**config.mk**
```make
export PLATFORM = sky130hd
export DESIGN_NAME = pio_keys_in
export DESIGN_NICKNAME = d
export VERILOG_FILES = /design/src/rtl/pio_keys_in.sv
export SDC_FILE = /design/constraint.sdc
export NUM_CORES = 1
export LEC_CHECK = 0
export BUFFER_PORTS_ARGS = -buffer_cell sky130_fd_sc_hd__buf_2
export CAP_MARGIN = 20
export CORE_UTILIZATION = 43
export DETAILED_ROUTE_END_ITERATION = 7
export PLACE_DENSITY = 0.85
export SLEW_MARGIN = 30
export SYNTH_ARGS = -nofsm -noshare
export SYNTH_HDL_FRONTEND = slang
export SYNTH_SLANG_ARGS = --single-unit
```
**constraint.sdc**
```tcl
create_clock -name clk -period 2.8 [get_ports clk]
set_input_delay 0.56 -clock clk [delete_from_list [all_inputs] [get_ports clk]]
set_output_delay 0.56 -clock clk [all_outputs]
set_load 0.01 [all_outputs]
```
**src/rtl/pio_keys_in.sv**
```systemverilog
// pio_keys_in: Avalon-MM input PIO for the watch keys/switches (sync, debounce, edge capture, maskable IRQ).
// Define PIO_KEYS_DEBOUNCE_EN to build the per-bit debounce counters; otherwise DATA follows the synchroniser.
module pio_keys_in #(
  parameter int WIDTH           = 4,
  parameter int DEBOUNCE_CYCLES = 50000,
  parameter int EDGE_TYPE       = 1
) (
  input  logic             clk,
  input  logic             reset_n,
  input  logic [1:0]       address,
  input  logic             chipselect,
  input  logic             write_n,
  input  logic [31:0]      writedata,
  input  logic [WIDTH-1:0] in_port,
  output logic [31:0]      readdata,
  output logic             irq
);

  localparam logic [1:0] EDGE_SEL = 2'(EDGE_TYPE);

  if (WIDTH < 1 || WIDTH > 32 || DEBOUNCE_CYCLES < 2 || EDGE_TYPE < 0 || EDGE_TYPE > 2) begin : g_param_check
    $error("pio_keys_in: illegal parameter value");
  end

  logic [WIDTH-1:0] r_sync1;
  logic [WIDTH-1:0] r_sync2;
  logic [WIDTH-1:0] r_data;
  logic [WIDTH-1:0] r_irqmask;
  logic [WIDTH-1:0] r_edgecap;

  logic             w_wr_en;
  logic [WIDTH-1:0] w_accept;
  logic [WIDTH-1:0] w_data_nxt;
  logic [WIDTH-1:0] w_set;
  logic [WIDTH-1:0] w_clr;
  logic [WIDTH-1:0] w_edgecap_nxt;
  logic             w_unused_wd;

  assign w_wr_en     = chipselect & ~write_n;
  assign w_unused_wd = ^writedata;

  // Two-flop synchroniser; reset to the released (all-ones) key level.
  always_ff @(posedge clk) begin
    if (!reset_n) begin
      r_sync1 <= '1;
      r_sync2 <= '1;
    end else begin
      r_sync1 <= in_port;
      r_sync2 <= r_sync1;
    end
  end

`ifdef PIO_KEYS_DEBOUNCE_EN
  localparam int CNT_W = (DEBOUNCE_CYCLES > 2) ? $clog2(DEBOUNCE_CYCLES) : 1;
  localparam logic [CNT_W-1:0] CNT_MAX = CNT_W'(DEBOUNCE_CYCLES - 1);

  logic [CNT_W-1:0] r_cnt [WIDTH];

  // A differing level is accepted only after it has persisted for the full count.
  always_comb begin
    w_accept = '0;
    for (int i = 0; i < WIDTH; i++) begin
      w_accept[i] = (r_sync2[i] != r_data[i]) && (r_cnt[i] == CNT_MAX);
    end
  end

  // Per-bit counters: any return to the DATA level throws away accumulated credit.
  always_ff @(posedge clk) begin
    if (!reset_n) begin
      for (int i = 0; i < WIDTH; i++) begin
        r_cnt[i] <= '0;
      end
    end else begin
      for (int i = 0; i < WIDTH; i++) begin
        if ((r_sync2[i] == r_data[i]) || (r_cnt[i] == CNT_MAX)) begin
          r_cnt[i] <= '0;
        end else begin
          r_cnt[i] <= r_cnt[i] + CNT_W'(1);
        end
      end
    end
  end
`else
  assign w_accept = r_sync2 ^ r_data;
`endif

  // Next DATA value and the edge-capture set/clear terms.
  always_comb begin
    w_data_nxt = (r_data & ~w_accept) | (r_sync2 & w_accept);
    w_set      = '0;
    for (int i = 0; i < WIDTH; i++) begin
      case (EDGE_SEL)
        2'd0:    w_set[i] = w_accept[i] & r_sync2[i] & ~r_data[i];
        2'd1:    w_set[i] = w_accept[i] & ~r_sync2[i] & r_data[i];
        default: w_set[i] = w_accept[i];
      endcase
    end
    if (w_wr_en && (address == 2'd3)) begin
      w_clr = writedata[WIDTH-1:0];
    end else begin
      w_clr = '0;
    end
    // A capture on the same edge as its W1C must survive.
    w_edgecap_nxt = (r_edgecap & ~w_clr) | w_set;
  end

  // DATA, IRQMASK and EDGECAP registers.
  always_ff @(posedge clk) begin
    if (!reset_n) begin
      r_data    <= '1;
      r_irqmask <= '0;
      r_edgecap <= '0;
    end else begin
      r_data    <= w_data_nxt;
      r_edgecap <= w_edgecap_nxt;
      if (w_wr_en && (address == 2'd2)) begin
        r_irqmask <= writedata[WIDTH-1:0];
      end else begin
        r_irqmask <= r_irqmask;
      end
    end
  end

  // Zero-latency read mux; chipselect is deliberately ignored.
  always_comb begin
    readdata = 32'h0000_0000;
    case (address)
      2'd0:    readdata = 32'(r_data);
      2'd2:    readdata = 32'(r_irqmask);
      2'd3:    readdata = 32'(r_edgecap);
      default: readdata = 32'h0000_0000;
    endcase
  end

  assign irq = |(r_edgecap & r_irqmask);

endmodule

```
==> run metrics, run 1 <==
die width 50.73 um; final wirelength 1451 um; initial antenna violation count 0; unrepaired setup endpoints after global routing no; final hold vios 0; # diodes 0; clock net sink count 20; CTS max path bufs 2; Critical Path Sink Type output port; hold wc startpoint r_sync1[3]; maxcap violations 0; Crit Path Class input port to output port; Max H-tree Level 1; vias 682; Layout fillers 223; worst hold path class register to register; remaining antenna violation count 0; PostCTS Resize Cnt 0; Slew Limit Fails 0; post-synthesis cell area 0.001021 sq mm; FF-to-FF Start r_edgecap[3]; yosys warns 0; vias in the first global route 635; first-pass GRT wire length 2366 um; #FFs+latches synth 20; crit-path cells buf_2 > mux2_1 > a22o_1 > buf_2; post-synth cell types 18; Sum Neg Setup Slack 0 ns; CP max stage delay 0.33 ns; Worst Hold End r_sync2[3]; Wirelength per Cell 9.484 um; reg-to-reg endpoint r_edgecap[3]; CTS root buffer clkbuf_4; actual slew at the worst max-slew pin 0.5094 ns; Hold WS 0.4248 ns; Post-Synth Simple-Gate Area 20.47%; compound-gate portion of the synthesized area 7.843%; min cycle time layout 1.966 ns; Util after Layout 46.95%; endpoints failing setup 0; CP arrival 1.41 ns; layout net count 168; Critical Path Slowest Stage Cell mux2_1; initial DRC count 13; row count 17; cell depth of the worst hold path 1; post-DP HPWL 1118 um; clock-pin slew on the worst setup and hold paths 0.10 ns; post-CTS setup buffer count 0; die boundary height 50.73 um; Seq/Total Area, Yosys 39.22%; crit path launch type input port; Layout area overhead 2.697%; worst-path fanout max 7; Initial Util 45.71%; Post-Synth XOR/XNOR Area 0%; status finished clean; # hold bufs at CTS 0; via/cell ratio 4.458; Die ar. 0.002573 sq mm; Critical Path Most Common Cell buf_2; # IOs 75; VDD IR-drop max 410.5 uV; main combinational cell family by area after synthesis buffers and inverters; Avg Synthesized Cell Area 9.454 sq um; Post-Syn Instances 108; layout cells sized above 1 21.60%; worst skew pair latency 0.30 ns; FMAX 508.6 MHz; clock buffer count from CTS 3; Required @ worst endpoint 2.24 ns; Top Family by Delay on Critical Path multiplexers; Slew Limit Headroom 66.04%; global placement routability congestion 0.7432; pwr/cell area 518.6 mW/mm^2; LEAKAGE 0.4766 nW; drt drc 0; DRT Pass-1 Iters 3; period utilisation layout 70.21%; Total GRT Usage 12.48%; CTS tree yes; mux cell area share after synthesis 8.333%; IO Port Bufs 18; Synth Area in Adders 0%; largest net degree at the start of global routing 33; Core Footprint 0.002233 sq mm; R2R Setup Slk 2.11 ns; WP buf/inv 2; grt ovf 0; worst r2r path cells 2; clock skew 0.001173 ns
==> worst max-delay path by stage <==
stage               cells past startpoint           to  slack, ns        from
floorplan                               3  readdata[1]       1.02  address[0]
global route                            4  readdata[1]       0.79  address[0]
detailed placement                      4  readdata[1]       0.83  address[0]
CTS                                     4  readdata[1]       0.83  address[0]
finish                                  4  readdata[1]       0.83  address[0]
global placement                        4  readdata[1]       0.84  address[0]
==> worst register-to-register path, stage by stage (launching register included) <==
cell and delay [ns]:
dfxtp_1 0.39, nand2_1 0.06, o211ai_1 0.17
==> through the flow <==
step / worst slack [ns] / instance area [sq um] / std cells / power [mW]
final: 0.8340 / 1049 / 153 / 0.5438
after global routing: 0.7896 / 1049 / 153 / 0.5692
after CTS: 0.8308 / 1049 / 153 / 0.5497
after detailed placement: 0.8308 / 1012 / 149 / 0.3872
after global placement: 0.8356 / 1012 / 149 / 0.3846
after floorplan: 1.016 / 1122 / 135 / 0.3963
==> cells in the final DEF (no fill, tap or decap) <==
cell       n
nand2_1   13
nand3b_1   8
conb_1    28
dfxtp_1   20
a22o_1     4
a22oi_1    2
mux2_2     3
clkbuf_8   1
mux2_1     1
nor2_1     1
nand2b_1  12
nor4bb_1   1
and4b_2    1
o211ai_1   4
buf_4      1
mux2i_1    4
clkbuf_4   3
buf_2     18
==> cell families (layout without fill, tap and decap cells) <==
group	count (synthesis)	after routing
and+or+nand+nor	36	36
buffers and inverters	33	23
DFF	20	20
AOI/OAI and AO/OA	10	10
muxes	8	8
other	1	28
==> state kept, by name (all words and copies together) (netlist names) <==
| register | count |
|---|---|
| r_data | 4 |
| r_edgecap | 4 |
| r_irqmask | 4 |
| r_sync1 | 4 |
| r_sync2 | 4 |
==> layout make-up <==
class | instances | area, sq um | share of cell area (%)
clock buffer | 4 | 36.28 | 3.461
multi-input combinational | 82 | 479.2 | 45.70
sequential | 20 | 400.4 | 38.19
tap | 28 | 35.03 | 3.341
timing repair buffer | 19 | 97.59 | 9.308
==> where the power goes <==
group | internal [mW] | total [mW] | switching [mW]
Combinational | 0.0299 | 0.0723 | 0.0424
Clock | 0.0793 | 0.163 | 0.0839
Sequential | 0.299 | 0.308 | 0.00915
==> layer usage <==
layer | share of wire (%) | vias to the layer above | GRT usage, % | routed length (um)
met5 | 0 | - | 0 | 0
met2 | 50 | 35 | 23.78 | 728
li1 | - | 336 | - | -
met4 | 2.6 | 0 | 8.333 | 38
met3 | 5.7 | 4 | 2.121 | 83
met1 | 41 | 307 | 12.04 | 600
==> synthesized netlist by cell type, drive strengths merged <==
cell	instances	area, sq um
buf	32	239.0
dfxtp	20	400.4
nand2	13	48.80
nand2b	12	75.07
nand3b	8	60.06
a22o	4	35.03
mux2	4	45.04
mux2i	4	40.04
o211ai	4	30.03
a22oi	2	15.01
and4b	1	11.26
clkbuf	1	3.750
conb	1	3.750
nor2	1	3.750
nor4bb	1	10.01
(Power assumes the default switching activity.)
==> inputs of run 2 (changes only) <==
Settings changed: ABC_AREA set to 1, CORE_UTILIZATION 43 to 36, PLACE_DENSITY 0.85 to 0.75.
Clock period 2.8 ns to 1.7 ns, I/O delays scaled along.
==> run 2 against run 1 <==
Effect of this change:
- clock skew hardly changed
- global-route usage decreased by 2.9 points
- utilization shrank 7.0 points
- sequential cell count did not move
- highest routed layer is now met3
- cell count increased by 32%
- critical path type unchanged
- largest power group unchanged
- routed wire length grew 2.7%
==> run metrics, run 2 <==
pwr/cell area 908.9 mW/mm^2; Synth async-reset ratio 0%; Critical Path Source address[1]; CTS root buffer clkbuf_4; layout net count 214; Slew Limit Fails 0; Reg area 400.4 sq um; die boundary height 55.74 um; initial DRC count 22; ys flop type dfxtp_1; CTS tree yes; Max H-tree Level 1; top cells by area, synth dfxtp_1, buf_4, nand2_1, nand3_1, inv_1; multi-input combinational cell area 425.4 sq um; leading cell type by number of instances after synthesis nand2_1; grt ovf 0; hold wc startpoint in_port[3]; die width 55.74 um; Core Footprint 0.002758 sq mm; # hold bufs at CTS 0; FMAX 739.0 MHz; most common cell after layout, fill and taps aside nand2_1; Critical Path Sink Type output port; non-filler cells, final 202; CP arrival 1.01 ns; # IOs 75; worst-path fanout max 4; cell depth of the worst hold path 3; clock skew 0.0008847 ns; vias 785; Seq/Total Area, Yosys 38.51%; initial antenna violation count 0; worst skew pair latency 0.30 ns; vias in the first global route 548; IO Port Bufs 18; Avg Synthesized Cell Area 6.840 sq um; share of the synthesized area in the top cell type 38.51%; LEAKAGE 0.6579 nW; clock net sink count 20; remaining antenna violation count 0; post-synth cell types 13; yosys warns 0; Util after Layout 39.97%; layout cells sized above 1 18.13%; #FFs+latches synth 20; CTS max path bufs 2; final wirelength 1490 um; PostCTS Resize Cnt 0; first-pass GRT wire length 2297 um; Layout area overhead 6.017%; clock buffer count from CTS 3; Initial Util 37.70%; Sum Neg Setup Slack 0 ns; Layout fillers 307; Hold WS 0.1974 ns; worst r2r path cells 4; dominant cell type by area after synthesis dfxtp_1; DRT Pass-1 Iters 4; status finished clean; VDD IR-drop max 533.4 uV; global placement routability congestion 0.7952; unrepaired setup endpoints after global routing no; number of synthesized flops with an enable pin 0; crit path launch type input port; Die ar. 0.003107 sq mm; # diodes 0; Required @ worst endpoint 1.36 ns; worst hold path class input port to register; drt drc 0; via/cell ratio 3.886; largest net degree at the start of global routing 25; endpoints failing setup 0; post-DP HPWL 1121 um; FF-to-FF Start r_edgecap[3]; period utilisation layout 79.60%; total power 1.002 mW; row count 19; dpl cells 198; min cycle time layout 1.353 ns; Total GRT Usage 9.582%; Crit Path Class input port to output port; post-CTS setup buffer count 0; Post-Syn Instances 152; most frequent cells after synthesis nand2_1, buf_4, dfxtp_1; post-synthesis cell area 0.001040 sq mm; Wirelength per Cell 7.376 um; commonest non-fill, non-tap cells in the layout nand2_1, conb_1, dfxtp_1; final hold vios 0; clock-pin slew on the worst setup and hold paths 0.11 ns; maxcap violations 0
==> run 2: cell count changes after synthesis, moves of 2 or more <==
cell / previous run / this run
o211ai_1: 4 / 0
nor2_2: 0 / 2
mux2i_1: 4 / 0
nand2_1: 13 / 47
mux2_2: 3 / 0
nand3b_1: 8 / 0
a22oi_1: 2 / 0
a22o_1: 4 / 0
nor2_1: 1 / 9
inv_2: 0 / 5
nand2b_1: 12 / 0
nand3_1: 0 / 16
inv_1: 0 / 19
==> run 2: per-layer routing <==
layer | track usage (%) | wire, um | vias up
met5 | 0 | 0 | -
met4 | 1.071 | 0 | 0
met3 | 5.116 | 131 | 0
met2 | 15.66 | 702 | 36
met1 | 11.48 | 656 | 322
li1 | - | - | 427
==> run 2: power by group <==
part / switching [mW] / leakage (nW) / internal (mW)
combinational: 0.0828 / 0.466 / 0.0362
clock: 0.147 / 0.0279 / 0.238
sequential: 0.00945 / 0.164 / 0.489
total: 0.239 / 0.658 / 0.763
==> run 2: kinds of logic after synthesis <==
group,Yosys count,share of synthesized area [%]
other cells,1,0.3607
flops,20,38.51
simple gates,76,30.81
buf+inv,55,30.32
==> run 2: final timing paths <==
check	end	slack (ns)
max reg2reg	r_edgecap[3]	1.06
min reg2reg	r_sync2[3]	0.41
max	readdata[1]	0.35
min	r_sync1[3]	0.20
==> run 2: cell type report <==
type / count / share of cell area (%)
timing repair buffer: 18 / 8.173
inverter: 25 / 8.627
clock inverter: 1 / 2.724
sequential: 20 / 36.32
clock buffer: 3 / 2.043
multi-input combinational: 104 / 38.59
tap: 31 / 3.519
==> run 2: stage by stage <==
| stage | setup WS (ns) | cell area (sq um) |
|---|---|---|
| 2_1_floorplan | 0.6634 | 1141 |
| 3_3_place_gp | 0.3300 | 1050 |
| 3_5_place_dp | 0.3355 | 1050 |
| 4_1_cts | 0.3355 | 1102 |
| 5_1_grt | 0.2132 | 1102 |
| 6_report | 0.3468 | 1102 |
==> run 2: worst max-delay path, stage by stage <==
cell and delay, ns:
buf_2 0.13, nor2_1 0.23, nand2_1 0.08, nand3_1 0.10
buf_2 0.13
